## config.mk

```make
export PLATFORM = sky130hd
export DESIGN_NAME = operand_entry
export DESIGN_NICKNAME = d
export VERILOG_FILES = /design/src/rtl/operand_entry_pkg.sv /design/src/rtl/operand_entry_button.sv /design/src/rtl/operand_entry.sv
export SDC_FILE = /design/constraint.sdc
export NUM_CORES = 1
export LEC_CHECK = 0
export ABC_AREA = 1
export BUFFER_PORTS_ARGS = -buffer_cell sky130_fd_sc_hd__clkbuf_2
export CORE_MARGIN = 10
export CORE_UTILIZATION = 62
export CTS_BUF_LIST = sky130_fd_sc_hd__clkbuf_8
export CTS_CLUSTER_SIZE = 24
export DETAILED_ROUTE_END_ITERATION = 12
export GPL_TIMING_DRIVEN = 0
export PLACE_DENSITY_LB_ADDON = 0.1
export RECOVER_POWER = 50
export SETUP_SLACK_MARGIN = 0.5
export SYNTH_ARGS = -nofsm -noshare
export SYNTH_HDL_FRONTEND = slang
export SYNTH_SLANG_ARGS = --single-unit
```

## constraint.sdc

```tcl
create_clock -name clock_100Mhz -period 1.8 [get_ports clock_100Mhz]
set_clock_uncertainty 0.05 [all_clocks]
set_input_delay 0.09 -clock clock_100Mhz [delete_from_list [all_inputs] [get_ports clock_100Mhz]]
set_output_delay 0.09 -clock clock_100Mhz [all_outputs]
set_load 0.03 [all_outputs]
```

## src/rtl/operand_entry_pkg.sv

```systemverilog
// Shared definitions for the operand entry front end.
//   entry_state_t : 2-bit FSM state encoding, also shown on the LEDs.
//   MODE_W        : width of the captured ALU mode field.
//   DEBOUNCE_DEFAULT : stable cycles required before a button change is
//                      accepted (10 ms at 100 MHz).
package operand_entry_pkg;

  localparam int MODE_W           = 2;
  localparam int DEBOUNCE_DEFAULT = 1000000;

  typedef enum logic [1:0] {
    S_A     = 2'd0,
    S_B     = 2'd1,
    S_MODE  = 2'd2,
    S_VALID = 2'd3
  } entry_state_t;

endpackage

```

## src/rtl/operand_entry_button.sv

```systemverilog
// button_debounce: synchronizes one raw push button, debounces it and
// produces a single-cycle pulse on each accepted press.
//   clock_100Mhz : system clock, rising edge
//   reset        : synchronous, active-low
//   btn_raw      : asynchronous button input
//   btn_level    : debounced button level
//   btn_pulse    : one-cycle high on a 0->1 change of btn_level
module button_debounce
  import operand_entry_pkg::*;
#(
  parameter int DEBOUNCE_CYCLES = DEBOUNCE_DEFAULT
) (
  input  logic clock_100Mhz,
  input  logic reset,
  input  logic btn_raw,
  output logic btn_level,
  output logic btn_pulse
);

  localparam int CNT_W = $clog2(DEBOUNCE_CYCLES) + 1;
  localparam logic [CNT_W-1:0] CNT_LAST = CNT_W'(DEBOUNCE_CYCLES - 1);
  localparam logic [CNT_W-1:0] CNT_ONE  = CNT_W'(1);

  logic             sync1_reg;
  logic             sync2_reg;
  logic             stable_reg;
  logic             stable_prev_reg;
  logic             pulse_reg;
  logic [CNT_W-1:0] cnt_reg;

  always_ff @(posedge clock_100Mhz) begin
    if (!reset) begin
      sync1_reg       <= 1'b0;
      sync2_reg       <= 1'b0;
      stable_reg      <= 1'b0;
      stable_prev_reg <= 1'b0;
      pulse_reg       <= 1'b0;
      cnt_reg         <= '0;
    end else begin
      sync1_reg       <= btn_raw;
      sync2_reg       <= sync1_reg;
      stable_prev_reg <= stable_reg;
      // Pulse is registered from the stable edge, so a clean raw change
      // shows up as a pulse DEBOUNCE_CYCLES+3 edges later.
      pulse_reg       <= stable_reg & ~stable_prev_reg;
      if (sync2_reg != stable_reg) begin
        if (cnt_reg == CNT_LAST) begin
          stable_reg <= sync2_reg;
          cnt_reg    <= '0;
        end else begin
          cnt_reg <= cnt_reg + CNT_ONE;
        end
      end else begin
        // Any agreeing cycle restarts the count: short glitches are dropped.
        cnt_reg <= '0;
      end
    end
  end

  assign btn_level = stable_reg;
  assign btn_pulse = pulse_reg;

endmodule

```

## src/rtl/operand_entry.sv

```systemverilog
// operand_entry: input sequencer for the ALU datapath. The user enters A,
// then B, then the mode with the slide switches and the next/back buttons;
// the completed set is offered to alu_core with op_valid/alu_ready.
//   clock_100Mhz : system clock, rising edge
//   reset        : synchronous, active-low
//   sw           : raw slide switches (operand; sw[1:0] is the mode)
//   btn_next     : raw button, capture current field and advance
//   btn_back     : raw button, step back one field
//   alu_ready    : consumer accepts the operand set
//   A, B, mode   : captured operand set (registered)
//   op_valid     : operand set complete and stable
//   entry_state  : current FSM state for LED indication
module operand_entry
  import operand_entry_pkg::*;
#(
  parameter int DEBOUNCE_CYCLES = DEBOUNCE_DEFAULT,
  parameter int DATA_W          = 5
) (
  input  logic              clock_100Mhz,
  input  logic              reset,
  input  logic [DATA_W-1:0] sw,
  input  logic              btn_next,
  input  logic              btn_back,
  input  logic              alu_ready,
  output logic [DATA_W-1:0] A,
  output logic [DATA_W-1:0] B,
  output logic [MODE_W-1:0] mode,
  output logic              op_valid,
  output logic [1:0]        entry_state
);

  logic [DATA_W-1:0] sw_sync1_reg, sw_sync2_reg;
  logic              next_pulse, back_pulse;
  logic              next_level, back_level;

  entry_state_t      state_reg, state_next;
  logic [DATA_W-1:0] a_reg, a_next;
  logic [DATA_W-1:0] b_reg, b_next;
  logic [MODE_W-1:0] mode_reg, mode_next;
  logic              valid_reg, valid_next;
  logic              next_ev, back_ev;

  button_debounce #(.DEBOUNCE_CYCLES(DEBOUNCE_CYCLES)) u_next_db (
    .clock_100Mhz (clock_100Mhz),
    .reset        (reset),
    .btn_raw      (btn_next),
    .btn_level    (next_level),
    .btn_pulse    (next_pulse)
  );

  button_debounce #(.DEBOUNCE_CYCLES(DEBOUNCE_CYCLES)) u_back_db (
    .clock_100Mhz (clock_100Mhz),
    .reset        (reset),
    .btn_raw      (btn_back),
    .btn_level    (back_level),
    .btn_pulse    (back_pulse)
  );

  // Conflicting next+back in one cycle cancel each other.
  assign next_ev = next_pulse & ~back_pulse;
  assign back_ev = back_pulse & ~next_pulse;

  always_ff @(posedge clock_100Mhz) begin
    if (!reset) begin
      sw_sync1_reg <= '0;
      sw_sync2_reg <= '0;
      state_reg    <= S_A;
      a_reg        <= '0;
      b_reg        <= '0;
      mode_reg     <= '0;
      valid_reg    <= 1'b0;
    end else begin
      sw_sync1_reg <= sw;
      sw_sync2_reg <= sw_sync1_reg;
      state_reg    <= state_next;
      a_reg        <= a_next;
      b_reg        <= b_next;
      mode_reg     <= mode_next;
      valid_reg    <= valid_next;
    end
  end

  always_comb begin
    state_next = state_reg;
    a_next     = a_reg;
    b_next     = b_reg;
    mode_next  = mode_reg;
    valid_next = valid_reg;
    case (state_reg)
      S_A: begin
        if (next_ev) begin
          a_next     = sw_sync2_reg;
          state_next = S_B;
        end
      end
      S_B: begin
        if (next_ev) begin
          b_next     = sw_sync2_reg;
          state_next = S_MODE;
        end else if (back_ev) begin
          state_next = S_A;
        end
      end
      S_MODE: begin
        if (next_ev) begin
          mode_next  = sw_sync2_reg[MODE_W-1:0];
          valid_next = 1'b1;
          state_next = S_VALID;
        end else if (back_ev) begin
          state_next = S_B;
        end
      end
      S_VALID: begin
        // Handshake takes priority over a coincident back press.
        if (alu_ready) begin
          valid_next = 1'b0;
          state_next = S_A;
        end else if (back_ev) begin
          valid_next = 1'b0;
          state_next = S_MODE;
        end
      end
      default: state_next = S_A;
    endcase
  end

  assign A           = a_reg;
  assign B           = b_reg;
  assign mode        = mode_reg;
  assign op_valid    = valid_reg;
  assign entry_state = state_reg;

endmodule

```

== Word-level counts from Yosys, hierarchy flattened ==
Index checks and enable logic that the tools add are counted.

* Bits in registers: 77
* Bits in latches: 0
* RAM bits: 0
* Bits in read-only memories: 0
* Input bits: 10
* Memories: 0

* $add $sub $neg: 2
* Multipliers: 0
* Div/mod/pow operators: 0
* $lt $le $gt $ge: 0
* Equality and inequality tests: 12
* Shifts and indexed selects: 0
* Mux-type cells: 12
* Bitwise operators: 11
* Reduce and logical (&&, ||, !) cells: 11

{| class="wikitable"
|+ Operators by type and width
! kind !! count
|-
| 21-bit by 1-bit adder with 21-bit output, second input constant || 2
|-
| 21-bit by 20-bit equality test with 1-bit output, second input constant || 2
|-
| 2-bit 2-to-1 mux || 7
|-
| 2-bit AND reduction || 5
|-
| 3-bit inequality test, second input constant || 3
|-
| 2-bit case mux with 4 select lines || 1
|-
| 1-bit inverter || 7
|-
| 3-bit OR reduction || 2
|-
| 1-bit bitwise AND || 4
|-
| 2-bit equality test, second input constant || 2
|-
| 2-bit inequality test, second input constant || 2
|-
| 4-bit AND reduction || 1
|-
| 1-bit 2-to-1 mux || 3
|-
| 3-bit AND reduction || 1
|-
| 2-bit by 1-bit equality test with 1-bit output, second input constant || 1
|-
| 2-bit zero test || 1
|-
| 1-bit inequality test || 2
|-
| 1-bit case mux with 2 select lines || 1
|-
| 2-bit nonzero test || 1
|}

== Depth between registers and ports, before layout ==
Gate-level depths: netlist of the first run.

* Word-level depth: 5
* Mapped depth: 8

== Cells and area by module ==
A second synthesis of the first run with hierarchy kept.

* Cell total of the unflattened synthesis: 503
* Area total of the unflattened synthesis: 3,658.5 um^2

{| class="wikitable"
|+ Modules (own cells, without submodules)
! module !! times used !! cells an instance !! area an instance (um^2) !! sequential area each (um^2)
|-
| button_debounce at u_next_db || 1 || 190 || 1,407.6 || 520.5
|-
| button_debounce at u_back_db || 1 || 191 || 1,310.0 || 520.5
|-
| operand_entry || 1 || 122 || 940.9 || 500.5
|}

== Worst setup path after synthesis of the first run ==
No wires, ideal clock.

* Kind: reg2reg
* Start: register u_back_db.cnt_reg[0]
* End: register u_back_db.cnt_reg[11]
* Setup time: 0.119 ns
* Arrival: 1.266 ns
* Required time: 1.631 ns
* Slack: 0.365 ns
* Stages on the path, launching flop included: 8
* Path buffers: 1
* Cells stage by stage: dfxtp_1 > ha_1 > nand3_2 > nor2_2 > nand3_4 > nand2_4 > buf_12 > nor2_4

* Word-level cells in the longest chain between the ends: 2
* Elaborated cells between the ends (all ways): 3

{| class="wikitable"
|+ RTL lines
! element !! RTL line !! RTL
|-
| start: declaration || operand_entry_button.sv:29 || <nowiki>logic [CNT_W-1:0] cnt_reg;</nowiki>
|-
| start signal: assignment || operand_entry_button.sv:51 || <nowiki>cnt_reg <= cnt_reg + CNT_ONE;</nowiki>
|-
| parallel branches: the longest is 2 deep, another holds 21-bit by 1-bit adder with 21-bit output || - ||
|}

Parallel ways; which one is timed is not known.
A chain may end at the register's enable or synchronous reset.

== Worst setup path after layout of the first run ==
* Start: register u_back_db.cnt_reg[11]
* End: register u_back_db.cnt_reg[18]

The elaborated chain is that of the path after synthesis.

==> results of run 1 <==
[metrics by stage]
stage	setup WS [ns]	total power (W)	cell area (um^2)	hold WS [ns]	utilization (%)
after global routing	0.313	0.00330	4680	0.0594	85.0
after global placement	0.380	0.00183	3780	0.222	68.6
after detailed placement	0.356	0.00184	3780	0.228	68.6
final	0.372	0.00319	4680	0.0466	85.0
after floorplan	0.507	0.00181	3570	0.138	-
after CTS	0.436	0.00320	4330	0.0315	78.7
[worst register-to-register path, stage by stage, from the launching register on]
cell and delay (ns):
sky130_fd_sc_hd__dfxtp_2 0.38, sky130_fd_sc_hd__nor2_1 0.15, sky130_fd_sc_hd__nand3_1 0.11, sky130_fd_sc_hd__nor2_2 0.15, sky130_fd_sc_hd__nand3_4 0.13, sky130_fd_sc_hd__nand2_4 0.14
sky130_fd_sc_hd__clkbuf_16 0.18, sky130_fd_sc_hd__nor2_4 0.04
[power breakdown]
group          leakage, nW  internal (W)  total [W]  switching [W]
registers            0.644       0.00171    0.00171     0.00000758
logic                 1.01     0.0000508   0.000106      0.0000552
clock network        0.104      0.000690    0.00137       0.000684
[metal layers]
metal | global-route usage, % | part of all wire, % | vias to the layer above
met4 | 10.1 | 2.2 | 0
met3 | 3.46 | 5.4 | 21
met1 | 20.0 | 41 | 1520
met2 | 29.1 | 51 | 111
met5 | 0 | 0 | -
li1 | - | - | 1603
[layout make-up]
type / count / area share, %
inverters: 63 / 5.11
repair buffers: 62 / 10.1
plain buffers: 6 / 1.26
clock inverters: 6 / 1.52
multi-input cells: 318 / 42.8
well taps: 72 / 1.93
flip-flops and latches: 77 / 34.3
clock buffers: 10 / 2.94
[kinds of logic (layout without fill, tap and decap cells)]
family	count (synthesis)	in the layout	synth area share [%]
and+or+nand+nor	250	250	34.8
buffers and inverters	69	147	8.33
DFF	77	77	43.8
adders and majority gates	4	4	1.42
xor gates and xnor gates	21	21	5.23
AOI/OAI and AO/OA	43	43	6.41
[placed cells by master, fill, tap and decap left out, drive strengths merged, types with 2 or more instances in the layout]
master,count
o21bai,2
o211ai,2
nand3,36
o21ai,14
clkinv,3
dlygate4sd3,8
xnor2,13
clkbuf,40
nand3b,3
a21oi,25
dfxtp,77
inv,64
nor2,110
nand4,10
buf,30
ha,4
nand2,90
xor2,8
[worst max path at each step]
stage                                from                     to  slack [ns]
floorplan            u_back_db.cnt_reg[0]  u_back_db.cnt_reg[12]        0.51
CTS                  u_back_db.cnt_reg[1]  u_back_db.cnt_reg[20]        0.44
detailed placement   u_back_db.cnt_reg[0]  u_back_db.cnt_reg[12]        0.36
global placement     u_back_db.cnt_reg[0]  u_back_db.cnt_reg[12]        0.38
global route          u_next_db.btn_pulse         entry_state[1]        0.31
finish              u_back_db.cnt_reg[11]  u_back_db.cnt_reg[18]        0.37
[timing repair]
| item | in CTS | in global routing |
|---|---|---|
| cloned | 0 | 2 |
| resized for setup | 41 | 84 |
| setup endpoints to repair | 36 | 58 |
| hold endpoints to repair | 8 | 0 |
| pin swaps | 13 | 23 |
| setup buffers | 19 | 9 |
| hold buffers | 8 | 0 |
==> out/summary.md, run 1 <==
The flow ran to the end, and the final reports show no timing, DRC or antenna violations. For the number of distinct library cell variants in the gate-level netlist after synthesis, the log shows 25. The final-stage net count was 551; the die height was 95.3 um.

The commonest cells after synthesis are sky130_fd_sc_hd__nand2_1 (86), sky130_fd_sc_hd__dfxtp_1 (77), sky130_fd_sc_hd__nor2_1 (74), sky130_fd_sc_hd__inv_1 (62), sky130_fd_sc_hd__nand3_1 (32). After the flow finishes, the layout carries non-filler instances totaling 614. The number of endpoints failing setup at the final stage came out at 0.

Dividing the detail-routed via count by the number of cells gives 5.30. CTS placed an instance of sky130_fd_sc_hd__clkbuf_8 at the clock tree root. sky130_fd_sc_hd__dfxtp_1 takes more of the synthesized area than any other cell. Clock period minus final worst setup slack: 1.43 ns.

Commonest register cell after synthesis: sky130_fd_sc_hd__dfxtp_1. In this run the tool buffered the top-level ports with 24 buffer cells. In this run the worst path has a maximum fanout of 6. Among all cell types in the netlist, the one instantiated most often is sky130_fd_sc_hd__nand2_1. The sequential cells in the finished layout cover a total of 1600 um^2.

Counting flops with a built-in enable in the synthesized netlist gives 0. The H-tree was split into 3 levels. Once the floorplan was initialized, standard cells occupied 63.8% of the core. In this run, placement finished with an instance count of 560.

The synthesized design contains 77 register bits. The synthesized netlist occupies a cell area of 3520 um^2. The fraction of synthesis flops using an asynchronous set or reset pin was 0%; the average routed wire per standard cell was 14.2 um. The clock edge transition at the registers on the reported setup and hold paths was 0.09 ns.

The power per standard cell area is 683 nW/um^2, and the area share of the largest cell type after synthesis is 43.8%. The minimum setup slack among reg-to-reg paths is 0.37 ns. For this design the static power due to leakage is 1.76 nW. The count of cells along the worst hold path came out at 4. Category of the most critical setup path: flip-flop to flip-flop. The core region is 5510 um^2. Number of warnings issued by yosys: 0.

The cell family contributing the most delay on the critical path is simple AND/OR/NAND/NOR gates. Clock tree synthesis inserted a total of 9 buffers. The category of the worst setup path capture point was a flip-flop. The startpoint identified for the worst hold timing path is alu_ready.

Once detail routing completed, the nets flagged for antenna violations numbered 0. After routing, the total negative slack on setup checks comes to 0 ns. The tools report the startpoint kind of the worst setup timing path as a flip-flop. The maximum cell stage delay along the critical path was 0.38 ns; the count of antenna diodes in the layout was 0.

For this run, the detailed router's first-pass iteration total came to 5. Max-cap violations in this run came to 0. Maximum clock path buffer count: 2. For the max-slew violation total from the final report, the log shows 0.

Summing all multi-input logic gate instances after layout gives 2000 um^2. On the critical path, the stage with the largest delay is an instance of sky130_fd_sc_hd__dfxtp_2. For the number of instances in the synthesized netlist, the log shows 464. Traced cell by cell, the critical path runs through nor2_1, nand3_1, nor2_2, nand3_4, nand2_4, clkbuf_16, nor2_4. The die covers 9080 um^2. At the worst endpoint, the arrival time is 1.63 ns.

After global routing the overflow that remains totals 0. The total number of cells along the worst setup path was 7. For this run, the total global-route usage over all layers was measured as 17.3%.

The buffering stage count on the worst path with inverters included came out at 1. The tools report the capture point of the worst reg-to-reg path as u_back_db.cnt_reg[18]. The tree built by TritonCTS fans out to 77 sinks. The path category of the worst min-delay check was input pin to flip-flop. Setup repair after global routing could not meet its margin everywhere. Measured against its own limit, the worst slew margin works out to 70.4%. The width of the die is 95.3 um.

TritonCTS built the clock tree. Once detailed placement completed, the half-perimeter wirelength came to 4940 um. Static timing analysis puts the maximum clock frequency at 0.700 GHz. The final-report hold violation count is 0, and the area overhead of the layout relative to synthesis is 33.1%.

After detailed routing, the number of remaining DRC violations is 0. The detailed router's first-iteration violation count was 143; the number of global-route vias before repair was 2876. The worst register-to-register path begins at u_back_db.cnt_reg[11]. After synthesis, flip-flops and latches occupy 43.8% of the total area.

By area the synthesized netlist is led by sky130_fd_sc_hd__dfxtp_1 (44%), sky130_fd_sc_hd__nand2_1 (9.2%), sky130_fd_sc_hd__nor2_1 (7.9%), sky130_fd_sc_hd__inv_1 (6.6%), sky130_fd_sc_hd__nand3_1 (4.6%). The worst path uses 79.3% of the clock period. Actual transition at the worst max-transition pin: 0.444 ns. The routed layout has 3255 vias. The average instance area after synthesis is 7.58 um^2.

The hold path endpoint is entry_state[1]. For the worst flop-to-flop path, the logic depth is 7. The first global-routing pass estimated 12600 um of wire. The tools report the worst voltage drop across the vdd grid as 0.000771 V.

Counting the fill cells in the layout gives 308. For the clock insertion delay at the later pin of the skew report, the log shows 0.35 ns. The required time of the critical path came out at 2.00 ns. Entering global routing, the biggest net connects 15 pins.

The congestion estimate from routability-driven global placement came to 0.830. Summed over all layers, the routed wires come to 8700 um. The number of antenna violations at the first check in global routing is 0, and the standard-cell row count is 27. The number of nets handed over by synthesis was 478.

The run gives 25 as the count of boundary I/O pins. In the final layout, the share of cells above drive strength 1 is 35.4%.
Power figures use the tool's default switching activity.
==> run 2: changes to the inputs <==
ABC_AREA = 0   (was 1)
CORE_UTILIZATION = 55   (was 62)
clock period = 1.1 ns   (was 1.8 ns; I/O delays follow)
==> out/summary.md, run 2 <==
The run finished, with violations left. The final reports fail on negative hold slack, negative setup slack. The standard-cell row count was 27 (unchanged). The fraction of synthesis flops using an asynchronous set or reset pin is 0% (unchanged), and the area inside the core boundary is 5470 um^2 (was 5510 um^2). The leakage power figure was 1.53 nW (was 1.76 nW). The category of the worst setup path capture point is a flip-flop (unchanged).

The maximum cell stage delay along the critical path came out at 0.50 ns (was 0.38 ns). The area of the die was 9030 um^2 (was 9080 um^2). The routability-driven placement congestion ratio is 0.850 (was 0.830). The portion of the post-synthesis area used by sequential elements was 49.8% (was 43.8%). Most common library cells after synthesis: sky130_fd_sc_hd__dfxtp_1 (77), sky130_fd_sc_hd__nor2_1 (53), sky130_fd_sc_hd__a21oi_1 (19), sky130_fd_sc_hd__xnor2_1 (19) (was sky130_fd_sc_hd__nand2_1 (86), sky130_fd_sc_hd__dfxtp_1 (77), sky130_fd_sc_hd__nor2_1 (74), sky130_fd_sc_hd__inv_1 (62), sky130_fd_sc_hd__nand3_1 (32)).

The die height came out at 95.0 um (was 95.3 um). The total wire length was 7380 um (was 8700 um). The cell with the largest stage delay on the worst path was sky130_fd_sc_hd__or4_4 (was sky130_fd_sc_hd__dfxtp_2). For the detailed router's first-iteration violation count, the log shows 155 (was 143). The count of TritonRoute iterations in the first routing pass came out at 4 (was 5).

For the number of hold buffers added after cts, the log shows 2 (was 8). Most repeated cell in the gate-level netlist after synthesis: sky130_fd_sc_hd__dfxtp_1 (was sky130_fd_sc_hd__nand2_1). The final worst-path cycle share came out at 179% (was 79.3%).

The peak fanout along the critical path is 5 (was 6). The total vias in the final route was 2674 (was 3255); the global routing met2 resource utilization was 24.6% (was 29.1%). The wire length of the first global-routing pass came out at 11200 um (was 12600 um). Worst voltage drop across the vdd grid: 0.000797 V (was 0.000771 V). The category of the most critical setup path was flip-flop to flip-flop (unchanged).

Most frequent cells in the layout: sky130_fd_sc_hd__dfxtp_1 (44), sky130_fd_sc_hd__nor2_1 (37), sky130_fd_sc_hd__dfxtp_2 (25) (was sky130_fd_sc_hd__nand2_1 (76), sky130_fd_sc_hd__inv_1 (61), sky130_fd_sc_hd__nor2_1 (58)). The tools report the termination of the worst setup path as u_next_db.cnt_reg[13] (was u_back_db.cnt_reg[18]). The startpoint of the lowest-slack register-to-register path was u_next_db.cnt_reg[15] (was u_back_db.cnt_reg[11]). The clock edge transition at the registers on the reported setup and hold paths was 0.10 ns (was 0.09 ns); the minimum setup slack among reg-to-reg paths was -0.87 ns (was 0.37 ns). Capture point of the worst reg-to-reg path: u_next_db.cnt_reg[13] (was u_back_db.cnt_reg[18]). The tightest slew margin relative to the limit is 59.9% (was 70.4%), and the area overhead of the layout relative to synthesis is 41.7% (was 33.1%). Source of the critical timing path: u_next_db.cnt_reg[15] (was u_back_db.cnt_reg[11]). For the half-perimeter wire length after detailed placement, the log shows 4100 um (was 4940 um). The count of antenna diodes in the layout was 0 (unchanged); the actual transition at the worst max-transition pin was 0.596 ns (was 0.444 ns). The run gives 0 (unchanged) as the count of nets left with antenna violations after detail routing. Top cells by area, synth: sky130_fd_sc_hd__dfxtp_1 (50%), sky130_fd_sc_hd__nor2_1 (6.4%), sky130_fd_sc_hd__xnor2_1 (5.4%), sky130_fd_sc_hd__and2_1 (3.2%), sky130_fd_sc_hd__mux2i_1 (3.2%) (was sky130_fd_sc_hd__dfxtp_1 (44%), sky130_fd_sc_hd__nand2_1 (9.2%), sky130_fd_sc_hd__nor2_1 (7.9%), sky130_fd_sc_hd__inv_1 (6.6%), sky130_fd_sc_hd__nand3_1 (4.6%)). The number of antenna violations at the first check in global routing came out at 0 (unchanged). The library cell occupying the most area in the post-synthesis netlist was sky130_fd_sc_hd__dfxtp_1 (unchanged). The hold path startpoint is sw[3] (was alu_ready). Design area: 4390 um^2 (was 4680 um^2). Pin count of the biggest net entering global routing: 17 (was 15). The initial core utilization is 56.6% (was 63.8%), and the number of flops mapped to enable cells by yosys is 0 (unchanged). Met1 global-route usage: 19.2% (was 20.0%). List of cells traversed by the critical path: buf_8, or3b_4, or4_4, o211ai_1, buf_4, buf_6, nor2_1 (was nor2_1, nand3_1, nor2_2, nand3_4, nand2_4, clkbuf_16, nor2_4). The clock insertion delay at the later pin of the skew report is 0.36 ns (was 0.35 ns), and the share of post-route cells with drive strength above 1 is 43.1% (was 35.4%).

The average instance area after synthesis is 9.08 um^2 (was 7.58 um^2), and the number of warnings issued by yosys is 0 (unchanged). The number of endpoints failing setup at the final stage was 57 (was 0). The register bit total from synthesis is 77 (unchanged). The required time of the critical path was 1.30 ns (was 2.00 ns). The maximum clock path buffer count was 2 (unchanged). The cell depth of the worst flop-to-flop path was 7 (unchanged). Met3 global-route usage: 2.67% (was 3.46%). The tools report the remaining global-route overflow as 0 (unchanged). Number of violations of the max-capacitance limit: 0 (unchanged). The tools report the number of H-tree levels as 3 (unchanged).

Net count after synthesis: 355 (was 478). The count of cells along the worst hold path was 2 (was 4); the share of the core filled with cells was 80.2% (was 85.0%). The number of global-route vias before repair is 2483 (was 2876). The number of instances in the synthesized netlist was 341 (was 464); the max-slew violation total from the final report was 0 (unchanged). The area share of the largest cell type after synthesis is 49.8% (was 43.8%), and the power per standard cell area is 1190 nW/um^2 (was 683 nW/um^2).

Setup repair after global routing could not meet its margin everywhere. The logs give 25 (unchanged) for the count of boundary I/O pins and 3490 um^2 (was 3780 um^2) for the cell area reported after detailed placement. The tools report the cell at the root of the clock tree as sky130_fd_sc_hd__clkbuf_8 (unchanged). The width of the die is 95.0 um (was 95.3 um).

Most common cell after layout, fill and taps aside: sky130_fd_sc_hd__dfxtp_1 (was sky130_fd_sc_hd__nand2_1). The logs give 8 (was 0) for the final-report hold violation count and 77 (unchanged) for the CTS sink count. The startpoint kind of the worst setup timing path is a flip-flop (unchanged). The logs give 3100 um^2 (was 3520 um^2) for the area of the mapped netlist and 2.17 ns (was 1.63 ns) for the critical path arrival. The tools report the number of distinct library cell variants in the gate-level netlist after synthesis as 35 (was 25).

The tools report the final setup slack of the worst path as -0.866 ns (was 0.372 ns). TritonCTS built the clock tree. The average routed wire per standard cell came out at 15.1 um (was 14.2 um). The worst hold slack came out at -0.145 ns (was 0.0466 ns).

The total clock buffers created by CTS came out at 9 (unchanged). The tools report the pre-CTS setup slack as -0.904 ns (was 0.356 ns). The timing-limited maximum frequency was 0.509 GHz (was 0.700 GHz); the average vias per placed instance was 5.46 (was 5.30). The clock period minus final worst setup slack was 1.97 ns (was 1.43 ns). The path category of the worst min-delay check is input pin to flip-flop (unchanged).

Number of I/O port buffers: 24 (unchanged). The most heavily used metal layer in global routing was met2 (unchanged). The count of unresolved DRC violations after routing is 0 (unchanged).

The tools report the final-stage net count as 427 (was 551). For the total routing usage reported by global routing, the log shows 15.4% (was 17.3%). Commonest register cell after synthesis: sky130_fd_sc_hd__dfxtp_1 (unchanged).
-- run 2: cell types whose count changed after synthesis, moves of 6 or more --
cell,delta
sky130_fd_sc_hd__a21oi_1,-6
sky130_fd_sc_hd__and2_1,+16
sky130_fd_sc_hd__inv_1,-48
sky130_fd_sc_hd__mux2i_1,+10
sky130_fd_sc_hd__nand2_1,-70
sky130_fd_sc_hd__nand3_1,-20
sky130_fd_sc_hd__nor2_1,-21
sky130_fd_sc_hd__nor2_2,-25
sky130_fd_sc_hd__nor2_4,-11
sky130_fd_sc_hd__nor4_1,+6
sky130_fd_sc_hd__or3_1,+12
sky130_fd_sc_hd__or4_1,+6
sky130_fd_sc_hd__xnor2_1,+6
-- run 2: cell type report --
class | instances | area, um^2
clock buffer | 9 | 124
inverter | 15 | 56.3
buffer | 11 | 104
clock inverter | 7 | 86.3
fill | 343 | 1090
sequential | 77 | 1600
multi-input combinational | 238 | 1720
tap | 72 | 90.1
timing repair buffer | 61 | 602
-- run 2: per-layer routing --
metal	part of all wire (%)	vias up
li1	-	1316
met1	44	1252
met2	47	77
met3	4.7	29
met4	3.9	0
met5	0	-
-- run 2: per-stage QoR --
step	hold WS [ns]	TNS [ns]	total power, W	cells
floorplan	0.132	-31.18	0.00294	341
global placement	0.211	-36.99	0.00297	437
detailed placement	0.216	-37.85	0.00298	437
CTS	-0.152	-37.00	0.00523	481
global route	-0.139	-41.25	0.00538	490
finish	-0.145	-38.23	0.00520	490
-- run 2: critical path, delay by kind of cell (launching register included) --
family	cells	cell delay [ns]
buffers and inverters	3	0.41
and+or+nand+nor	3	0.89
DFF	1	0.33
AOI/OAI and AO/OA	1	0.17
-- run 2: logic make-up after synthesis --
group	synth area share, %
AOI/OAI and AO/OA	7.20
xor gates and xnor gates	8.21
and+or+nand+nor	26.4
adders and majority gates	1.62
DFF	49.8
muxes	3.23
buffers and inverters	3.52
-- run 2: power by group --
group	switching (W)	internal, W	total (W)
Sequential	0.0000144	0.00279	0.00281
Clock	0.00117	0.00110	0.00227
Combinational	0.0000630	0.0000545	0.000117
Total	0.00125	0.00395	0.00520
-- run 2: what timing repair did --
item	in CTS	in global routing
endpoints found under the hold margin	9	7
resized for setup	85	62
buffers inserted	23	10
cloned	3	0
setup endpoints to repair	79	84
pin swaps	15	22
-- run 2: how the worst min path moves through the flow --
stage | end | slack (ns)
5_1_grt | sw_sync1_reg[4] | -0.14
3_5_place_dp | sw_sync1_reg[2] | 0.22
3_3_place_gp | sw_sync1_reg[3] | 0.21
6_report | sw_sync1_reg[3] | -0.15
4_1_cts | u_next_db.sync1_reg | -0.15
2_1_floorplan | sw_sync1_reg[2] | 0.13
==> run 3: changes to the inputs <==
CORE_MARGIN = 1.5   (was 10)
CTS_CLUSTER_DIAMETER = 40   (was unset)
==> out/summary.md, run 3 (synthesis gave the netlist of run 2 again) <==
The final worst-path cycle share is 179% (about the same). The run gives 3 (unchanged) as the number of H-tree levels. The count of unresolved DRC violations after routing was 0 (unchanged). List of cells traversed by the critical path: buf_8, or3b_4, or4_4, o211ai_1, buf_4, nor2_1 (was buf_8, or3b_4, or4_4, o211ai_1, buf_4, buf_6, nor2_1). Violations in the final reports: negative hold slack, negative setup slack (unchanged). The cell class contributing the biggest share of worst-path delay is simple AND/OR/NAND/NOR gates (unchanged). For the pin count of the biggest net entering global routing, the log shows 14 (was 17).

The tools report the category of the worst setup path capture point as a flip-flop (unchanged). TritonCTS built the clock tree. The buffering stage count on the worst path with inverters included is 2 (was 3), and the initial core utilization is 56.6% (unchanged). The CTS sink count is 77 (unchanged), and the width of the die is 78.0 um (was 95.0 um).

The run gives 1.47 nW (was 1.53 nW) as the leakage power figure. The run gives -37.27 ns (was -38.23 ns) as the total negative slack. The run finished, with violations left.

The area of the die is 6090 um^2 (was 9030 um^2), and the share of post-route cells with drive strength above 1 is 40.9% (was 43.1%). The tools report the clock insertion delay at the later pin of the skew report as 0.34 ns (was 0.36 ns). The maximum cell stage delay along the critical path is 0.50 ns (about the same), and the standard-cell row count is 27 (unchanged).

The number of I/O port buffers is 24 (unchanged), and the maximum clock path buffer count is 2 (unchanged). The average vias per placed instance is 5.42 (was 5.46), and the count of antenna diodes in the layout is 0 (unchanged). The run gives 0.508 GHz (was 0.509 GHz) as the timing-limited maximum frequency. The path category of the worst min-delay check is input pin to flip-flop (unchanged). The logs give 0 (unchanged) for the number of antenna violations at the first check in global routing and 2602 (was 2483) for the number of global-route vias before repair. The half-perimeter wire length after detailed placement came out at 3960 um (was 4100 um). The startpoint kind of the worst setup timing path was a flip-flop (unchanged). The area overhead of the layout relative to synthesis was 37.8% (was 41.7%). The die height is 78.0 um (was 95.0 um). The actual transition at the worst max-transition pin is 0.410 ns (was 0.596 ns), and the clock edge transition at the registers on the reported setup and hold paths is 0.08 ns (was 0.10 ns). The run gives 420 (was 427) as the final-stage net count.

Setup repair after global routing could not meet its margin everywhere. For the count of boundary I/O pins, the log shows 25 (unchanged). The run gives 125 (was 155) as the detailed router's first-iteration violation count. The total wire length came out at 7360 um (was 7380 um).

The run gives 11000 um (was 11200 um) as the wire length of the first global-routing pass. The number of endpoints failing setup at the final stage was 57 (unchanged). The tools report the max-slew violation total from the final report as 0 (unchanged). The cell at the root of the clock tree was sky130_fd_sc_hd__clkbuf_8 (unchanged).

Total vias in the final route: 2618 (was 2674). The routability-driven placement congestion ratio is 0.833 (was 0.850). The cell with the largest stage delay on the worst path is sky130_fd_sc_hd__or4_4 (unchanged). The peak fanout along the critical path works out to 10 (was 5). Most common cell after layout, fill and taps aside: sky130_fd_sc_hd__nor2_1 (was sky130_fd_sc_hd__dfxtp_1).

For the required time of the critical path, the log shows 1.28 ns (was 1.30 ns). Most frequent cells in the layout: sky130_fd_sc_hd__nor2_1 (44), sky130_fd_sc_hd__dfxtp_1 (43), sky130_fd_sc_hd__dfxtp_2 (26) (was sky130_fd_sc_hd__dfxtp_1 (44), sky130_fd_sc_hd__nor2_1 (37), sky130_fd_sc_hd__dfxtp_2 (25)). The category of the most critical setup path was flip-flop to flip-flop (unchanged). For the final setup slack of the worst path, the log shows -0.868 ns (was -0.866 ns). The power per standard cell area was 1120 nW/um^2 (was 1190 nW/um^2); the average routed wire per standard cell was 15.2 um (was 15.1 um). The run gives 2.15 ns (was 2.17 ns) as the critical path arrival. Count of nets left with antenna violations after detail routing: 0 (unchanged).

The run gives 22.8% (was 15.4%) as the total routing usage reported by global routing. The logs give 0 (unchanged) for the number of violations of the max-capacitance limit and 72.4% (was 59.9%) for the tightest slew margin relative to the limit. For the count of TritonRoute iterations in the first routing pass, the log shows 4 (unchanged).

Clock period minus final worst setup slack: 1.97 ns (about the same). The run gives 8 (unchanged) as the final-report hold violation count. The worst hold slack is -0.137 ns (was -0.145 ns), and the total clock buffers created by CTS is 9 (unchanged).

The remaining global-route overflow is 0 (unchanged). The worst voltage drop across the vdd grid came out at 0.000790 V (was 0.000797 V). The area inside the core boundary was 5470 um^2 (unchanged).
## run 3: cell types whose count changed in the layout (fill, tap and decap cells not counted), moves of 2 or more
cell,before,now
sky130_fd_sc_hd__buf_6,18,11
sky130_fd_sc_hd__nor2_1,37,44
sky130_fd_sc_hd__nor2_2,15,9
sky130_fd_sc_hd__and2_0,4,8
sky130_fd_sc_hd__and2_1,9,6
sky130_fd_sc_hd__clkinvlp_4,1,3
sky130_fd_sc_hd__inv_1,12,14
sky130_fd_sc_hd__inv_6,3,1
sky130_fd_sc_hd__inv_8,2,0
sky130_fd_sc_hd__nand3_1,10,8
sky130_fd_sc_hd__nand3_2,0,2
## run 3: repair_timing
item | in CTS | in global routing
setup endpoints to repair | 79 | 84
resized for setup | 77 | 54
endpoints found under the hold margin | 9 | 8
pin swaps | 13 | 19
buffers inserted | 20 | 9
cloned | 1 | 0
## run 3: area by class of cell
class                           count  area, um^2
Multi-Input combinational cell    238        1710
Inverter                           15        56.3
Clock buffer                        9         124
Sequential cell                    77        1600
Fill cell                         399        1210
Tap cell                           72        90.1
Buffer                             11        96.3
Clock inverter                      7        43.8
Timing Repair Buffer               54         541
## run 3: worst paths after layout
check	end	startpoint	cells after the start	slack, ns
worst max-delay path	u_next_db.cnt_reg[3]	u_next_db.cnt_reg[15]	6	-0.87
worst min-delay path	sw_sync1_reg[2]	sw[2]	2	-0.14
worst max register to register	u_next_db.cnt_reg[3]	u_next_db.cnt_reg[15]	6	-0.87
worst min register to register	u_back_db.btn_pulse	u_back_db.stable_prev_reg	1	0.34
## run 3: power by group
group	switching, W	internal [W]	leakage, nW
combinational	0.0000548	0.0000429	0.741
clock	0.00106	0.000807	0.0842
sequential	0.0000132	0.00279	0.643
total	0.00113	0.00364	1.47
## run 3: per-stage QoR
stage	cell area [um^2]	setup WS, ns	cells	total power, W	utilization [%]
5_1_grt	4270	-0.944	483	0.00493	77.9
3_5_place_dp	3490	-0.910	437	0.00298	63.8
6_report	4270	-0.868	483	0.00477	77.9
4_1_cts	4080	-0.874	474	0.00479	74.6
3_3_place_gp	3490	-0.895	437	0.00298	63.8
2_1_floorplan	3280	-0.759	341	0.00294	-
## run 3: metal layers
metal	wire length [um]	GRT usage (%)	part of all wire (%)
met1	3130	26.6	42
met2	3870	40.1	53
met3	259	4.19	3.5
met4	103	11.3	1.4
met5	0	0	0
